File: src/rtl/mem_wb_stage.sv
// rtl/mem_wb_stage.sv - MEM/WB pipeline register with stall/flush, write-back select and perf counters
//
// Ports:
//   clk, reset            rising-edge clock, asynchronous active-high reset
//   stall, flush          hold the stage / replace it with a bubble (flush wins)
//   *_in                  MEM-stage slot: valid, reg-write enable, wb select, load data,
//                         ALU result, PC, destination register
//   *_out                 registered copies; w_reg_ctl_out is qualified by valid and $zero
//   wb_data_out           write-back value selected from the registered fields
//   retire_count          valid instructions loaded into WB (wraps)
//   stall_count           stalled edges (saturates)

module mem_wb_stage #(
    parameter int DATA_W   = 32,
    parameter int ADDR_W   = 5,
    parameter int LINK_OFF = 8,
    parameter int CNT_W    = 32
) (
    input  logic              clk,
    input  logic              reset,
    input  logic              stall,
    input  logic              flush,
    input  logic              valid_in,
    input  logic              w_reg_ctl_in,
    input  logic [1:0]        mem_to_reg_in,
    input  logic [DATA_W-1:0] mem_data_in,
    input  logic [DATA_W-1:0] alu_result_in,
    input  logic [DATA_W-1:0] pc_value_in,
    input  logic [ADDR_W-1:0] w_reg_addr_in,
    output logic              valid_out,
    output logic              w_reg_ctl_out,
    output logic [1:0]        mem_to_reg_out,
    output logic [DATA_W-1:0] mem_data_out,
    output logic [DATA_W-1:0] alu_result_out,
    output logic [DATA_W-1:0] pc_value_out,
    output logic [ADDR_W-1:0] w_reg_addr_out,
    output logic [DATA_W-1:0] wb_data_out,
    output logic [CNT_W-1:0]  retire_count,
    output logic [CNT_W-1:0]  stall_count
);

    localparam logic [CNT_W-1:0]  CNT_MAX  = '1;
    localparam logic [DATA_W-1:0] LINK_ADD = DATA_W'(LINK_OFF);

    // Writes to $zero are dropped here so forwarding never sees them as live.
    logic w_reg_ctl_qual;
    assign w_reg_ctl_qual = w_reg_ctl_in & valid_in & (w_reg_addr_in != '0);

    always_ff @(posedge clk or posedge reset) begin
        if (reset) begin
            valid_out      <= 1'b0;
            w_reg_ctl_out  <= 1'b0;
            mem_to_reg_out <= 2'b00;
            mem_data_out   <= '0;
            alu_result_out <= '0;
            pc_value_out   <= '0;
            w_reg_addr_out <= '0;
            retire_count   <= '0;
            stall_count    <= '0;
        end else if (flush) begin
            valid_out      <= 1'b0;
            w_reg_ctl_out  <= 1'b0;
            mem_to_reg_out <= 2'b00;
            mem_data_out   <= '0;
            alu_result_out <= '0;
            pc_value_out   <= '0;
            w_reg_addr_out <= '0;
        end else if (stall) begin
            if (stall_count != CNT_MAX) begin
                stall_count <= stall_count + 1'b1;
            end
        end else begin
            valid_out      <= valid_in;
            w_reg_ctl_out  <= w_reg_ctl_qual;
            mem_to_reg_out <= mem_to_reg_in;
            mem_data_out   <= mem_data_in;
            alu_result_out <= alu_result_in;
            pc_value_out   <= pc_value_in;
            w_reg_addr_out <= w_reg_addr_in;
            if (valid_in) begin
                retire_count <= retire_count + 1'b1;
            end
        end
    end

    // Driven only from registers, so there is no input-to-output path.
    always_comb begin
        wb_data_out = '0;
        case (mem_to_reg_out)
            2'b00:   wb_data_out = alu_result_out;
            2'b01:   wb_data_out = mem_data_out;
            2'b10:   wb_data_out = pc_value_out + LINK_ADD;
            default: wb_data_out = '0;
        endcase
    end

endmodule
File: config.mk
export PLATFORM = sky130hd
export DESIGN_NAME = mem_wb_stage
export DESIGN_NICKNAME = d
export VERILOG_FILES = /design/src/rtl/mem_wb_stage.sv
export SDC_FILE = /design/constraint.sdc
export NUM_CORES = 1
export LEC_CHECK = 0
export CAP_MARGIN = 20
export CORE_MARGIN = 2
export CORE_UTILIZATION = 40
export DETAILED_ROUTE_END_ITERATION = 8
export GPL_TIMING_DRIVEN = 0
export PLACE_DENSITY = 0.81
export SLEW_MARGIN = 5
export SYNTH_ARGS = -nofsm -noshare
export SYNTH_HDL_FRONTEND = slang
export SYNTH_SLANG_ARGS = --single-unit
export TNS_END_PERCENT = 10
File: constraint.sdc
create_clock -name clk -period 12.2 [get_ports clk]
set_input_delay 2.44 -clock clk [delete_from_list [all_inputs] [get_ports clk]]
set_output_delay 2.44 -clock clk [all_outputs]
set_load 0.01 [all_outputs]
; After elaboration in Yosys (flattened, before gate mapping)
; Index checks and enable logic that the tools add are counted.
[op_classes]
addsub = 3
n_eq_ne = 4
n_mux = 15
n_bitwise = 4
n_reduce_logical = 4
[op_table]
columns = cell, n
row1 = 32-bit 2-to-1 mux, 6
row2 = 32-bit case mux with 3 select lines, 1
row3 = "32-bit by 1-bit adder with 32-bit output, second input constant", 2
row4 = "32-bit by 4-bit adder with 32-bit output, second input constant", 1
row5 = "32-bit inequality test, second input constant", 1
row6 = 5-bit 2-to-1 mux, 2
row7 = 3-bit AND reduction, 2
row8 = 5-bit nonzero test, 1
row9 = 1-bit 2-to-1 mux, 4
row10 = 2-bit 2-to-1 mux, 2
row11 = 1-bit bitwise AND, 2
row12 = "2-bit by 1-bit == test with 1-bit output, second input constant", 1
row13 = "2-bit == test, second input constant", 1
row14 = 2-bit zero test, 1
row15 = "2-bit by 1-bit inequality test with 1-bit output, second input constant", 1
row16 = 1-bit inverter, 2
[totals]
reg_bits = 169
output_inout_bits = 201
elab_cells = 39

; Longest topological paths before layout
[logic_depth]
word_depth = 4
ltp_mapped = 7

; Worst setup path before layout
; No wires, ideal clock.
[synth_path]
path_type = reg2out
from = reg pc_value_out[13]
to = out wb_data_out[26]
t_arrival_ns = 1.989
required_ns = 9.760
setup_slack_ns = 7.771
stages_incl_launch_ff = 7
n_path_buf = 1
cell_sequence = dfrtp_1 -> nand4_2 -> or4_1 -> clkbuf_2 -> or4_1 -> nand3_1 -> a22o_1
[synth_via]
elab_chain_len = 2
[synth_lines]
columns = element, line
row1 = "start, declared", 35  ; output logic [DATA_W-1:0] pc_value_out,
row2 = "start signal, assigned", 78  ; pc_value_out <= pc_value_in;
row3 = 32-bit by 4-bit adder with 32-bit output, 92  ; 2'b10: wb_data_out = pc_value_out + LINK_ADD;
row4 = 32-bit case mux with 3 select lines, 89  ; case (mem_to_reg_out)
row5 = "end, declared", 37  ; output logic [DATA_W-1:0] wb_data_out,
; Every way passes these cells.

; Worst setup path after layout
[layout_path]
from = reg pc_value_out[3]
to = out wb_data_out[25]
; The elaborated chain is that of the path after synthesis.

==> key figures <==
Global routing
  – GRT Total Usage: 0.249
  – First-pass GRT wire length: 41.9 mm
  – Vias in the first global route: 7296
  – Largest net degree at the start of global routing: 99
  – Initial antenna violation count: 1
  – Grt ovf: 0

Clock network
  – Clock transition at path regs: 0.07 ns
  – Hold buffer count at cts: 0
  – H-tree depth: 4
  – Post-CTS Setup Inserts: 0
  – Clock Latency Late Sink: 0.42 ns
  – Resized Gates After CTS: 0
  – CTS buffer count: 17
  – CTS tree: built
  – Clock Sinks: 169
  – Clock buffer depth: 2
  – Clk Tree Root Cell: clkbuf_16

Synth
  – Share of synthesized registers carrying an async set or reset: 1.00
  – FF+latch count, synth: 169
  – Post-synthesis cell area: 0.00831 mm^2
  – Seq/Total Area, Yosys: 0.509
  – Top post-synthesis cells by count: 169 x dfrtp_1, 131 x nor2_1, 129 x mux2i_1
  – Syn_area_per_cell: 10.4 um^2
  – Synth area leader: dfrtp_1
  – Netlist cell types: 44
  – Syn Inst Count: 796
  – Synth area leaders: dfrtp_1 51%, mux2i_1 16%, xnor2_1 6.5%
  – Post-synth EDFFs: 0
  – Synth top area share: 0.509
  – Yosys warning count: 0
  – Synthesized Nets: 908
  – Count leader, synth: dfrtp_1
  – Main flop type after synthesis: dfrtp_1

Detailed routing
  – DRT Pass-1 Iters: 4
  – Post-Route WL: 27.9 mm
  – Drt wl/cell: 19.8 um
  – Number of vias per cell: 5.22
  – DR iter-0 viols: 352
  – Vias: 7342
  – Routed Antenna Nets: 0
  – Residual DRC: 0

STA
  – Final Skew: 0.0103 ns
  – Final Cycle Share: 0.466
  – Max_slew headroom: 0.264
  – # setup viols final: 0
  – Max Slew Vio Count: 0
  – F_max: 0.176 GHz
  – Post-layout min period: 5.69 ns
  – Slew @ Worst Pin: 1.10 ns
  – Setup TNS: 0 ns
  – RSZ-0062 raised after global routing: no
  – Hold Violations, Final: 0

Layout
  – Multi-input logic area: 0.00388 mm^2
  – Filler cells: 1734
  – N_diodes: 0
  – Layout area overhead: 48.4%
  – Fin nets: 1235
  – FF+latch area: 0.00423 mm^2
  – Fraction of layout cells with a size suffix above 1: 0.0361

Flow run
  – Number of max-cap violations: 0

Pwr
  – Peak VDD IR: 0.0929 mV
  – Design Power: 1460 uW
  – Leak pwr: 0.00527 uW
  – Cell area power density: 119 mW/mm^2

Hold path
  – Hold/Removal Path Class: flip-flop to flip-flop

Worst setup path
  – CP Max Fanout: 8
  – CP endpoint kind: output port
  – Critical path startpoint category: flip-flop
  – Crit-path slowest cell: clkdlybuf4s50_1
  – Max incr delay on CP: 0.60 ns
  – Crit path DAT: 3.25 ns
  – WP data required: 9.76 ns
  – Critical path class: flip-flop to output port
  – Crit-path cells: ha_1 > nand4_1 > nor2_1 > nor4bb_1 > xnor2_1 > o22ai_1 > clkdlybuf4s50_1

Placement
  – Port bufs: 307
  – Post-DP HPWL: 20.9 mm
  – Routability congestion estimate: 0.852

Floorplan
  – # IOs: 310
  – DIE WIDTH: 148 um
  – Site Rows: 52
  – Die area: 0.0219 mm^2
  – Die Y: 148 um
  – Initial core utilization: 0.409
  – CORE AREA: 0.0203 mm^2

Status
  – Status: finished clean
[state kept, by name, summed over array words and instances (netlist names)]
| register | count |
|---|---|
| w_reg_addr_out | 5 |
| stall_count | 32 |
| w_reg_ctl_out | 1 |
| valid_out | 1 |
| mem_to_reg_out | 2 |
| mem_data_out | 32 |
| alu_result_out | 32 |
| pc_value_out | 32 |
| retire_count | 32 |
[metrics by stage]
stage / util / hold WS [ns] / cell area [um^2] / std cells / setup slack, ns
finish: 0.608 / 0.493 / 12300 / 1406 / 6.51
global route: 0.608 / 0.498 / 12300 / 1406 / 6.26
CTS: 0.608 / 0.493 / 12300 / 1406 / 6.56
detailed placement: 0.579 / 0.478 / 11800 / 1374 / 7.06
global placement: 0.577 / 0.463 / 11700 / 1373 / 2.71
floorplan: - / 0.507 / 8310 / 796 / 5.18
[kinds of logic after synthesis]
group           count (synthesis)  share of synthesized area
mux                           130                      0.157
fa+ha+maj                       3                    0.00452
buf+inv                        52                     0.0236
xor+xnor                       86                     0.0906
compound gates                 47                     0.0358
simple gates                  309                      0.180
flops                         169                      0.509
[worst paths after layout]
| check | start | to | slack, ns | cells past startpoint |
|---|---|---|---|---|
| setup / recovery | pc_value_out[3] | wb_data_out[25] | 6.51 | 7 |
| hold / removal | retire_count[27] | retire_count[27] | 0.49 | 1 |
| setup reg to reg | stall_count[0] | stall_count[3] | 9.80 | 7 |
| hold reg to reg | retire_count[27] | retire_count[27] | 0.49 | 1 |
| max in group asynchronous | reset | alu_result_out[3] | 8.86 | 3 |
| min in group asynchronous | reset | retire_count[25] | 2.47 | 2 |
[critical path: cells and delay by family, from the launching register on]
kind,cells,cell delay (ns)
AOI/OAI and AO/OA,1,0.14
adders and majority gates,1,0.26
xor gates and xnor gates,1,0.12
DFF,1,0.52
buffers and inverters,1,0.60
and+or+nand+nor,3,1.19
[layout by cell type (no fill, tap or decap), types with 3 or more instances in the layout]
master	n
clkdlybuf4s50_1	307
dfrtp_1	169
nor2_1	131
mux2i_1	129
xnor2_1	62
nand2_1	52
nand3_1	34
clkbuf_1	30
xor2_1	24
nand4_1	22
o21ai_0	19
clkbuf_16	17
and4_1	14
o22ai_1	14
nor3_1	13
and3_1	12
inv_1	11
buf_1	10
nor4_1	10
inv_6	5
nand2b_1	4
nor2b_1	3
a22oi_1	3
inv_8	3
ha_1	3
clkinv_4	3
[cell type report]
class,count,area share
inverters,12,0.00426
repair buffers,308,0.251
flip-flops and latches,169,0.343
well taps,270,0.0274
clock inverters,13,0.0110
clock buffers,19,0.0359
multi-input cells,575,0.315
plain buffers,40,0.0123
[power breakdown]
group          switching (uW)  internal [uW]  total, uW  leakage [uW]
combinational             123            153        277       0.00272
sequential               47.1            596        643       0.00227
clock                     250            294        544      0.000283
[routing by layer]
metal	vias to the layer above	share of wire	track usage
met4	2	0.022	0.0776
met1	3612	0.41	0.305
met2	265	0.50	0.423
met5	-	0.00047	0
li1	3423	-	-
met3	40	0.077	0.0742
(Power assumes the default switching activity.)
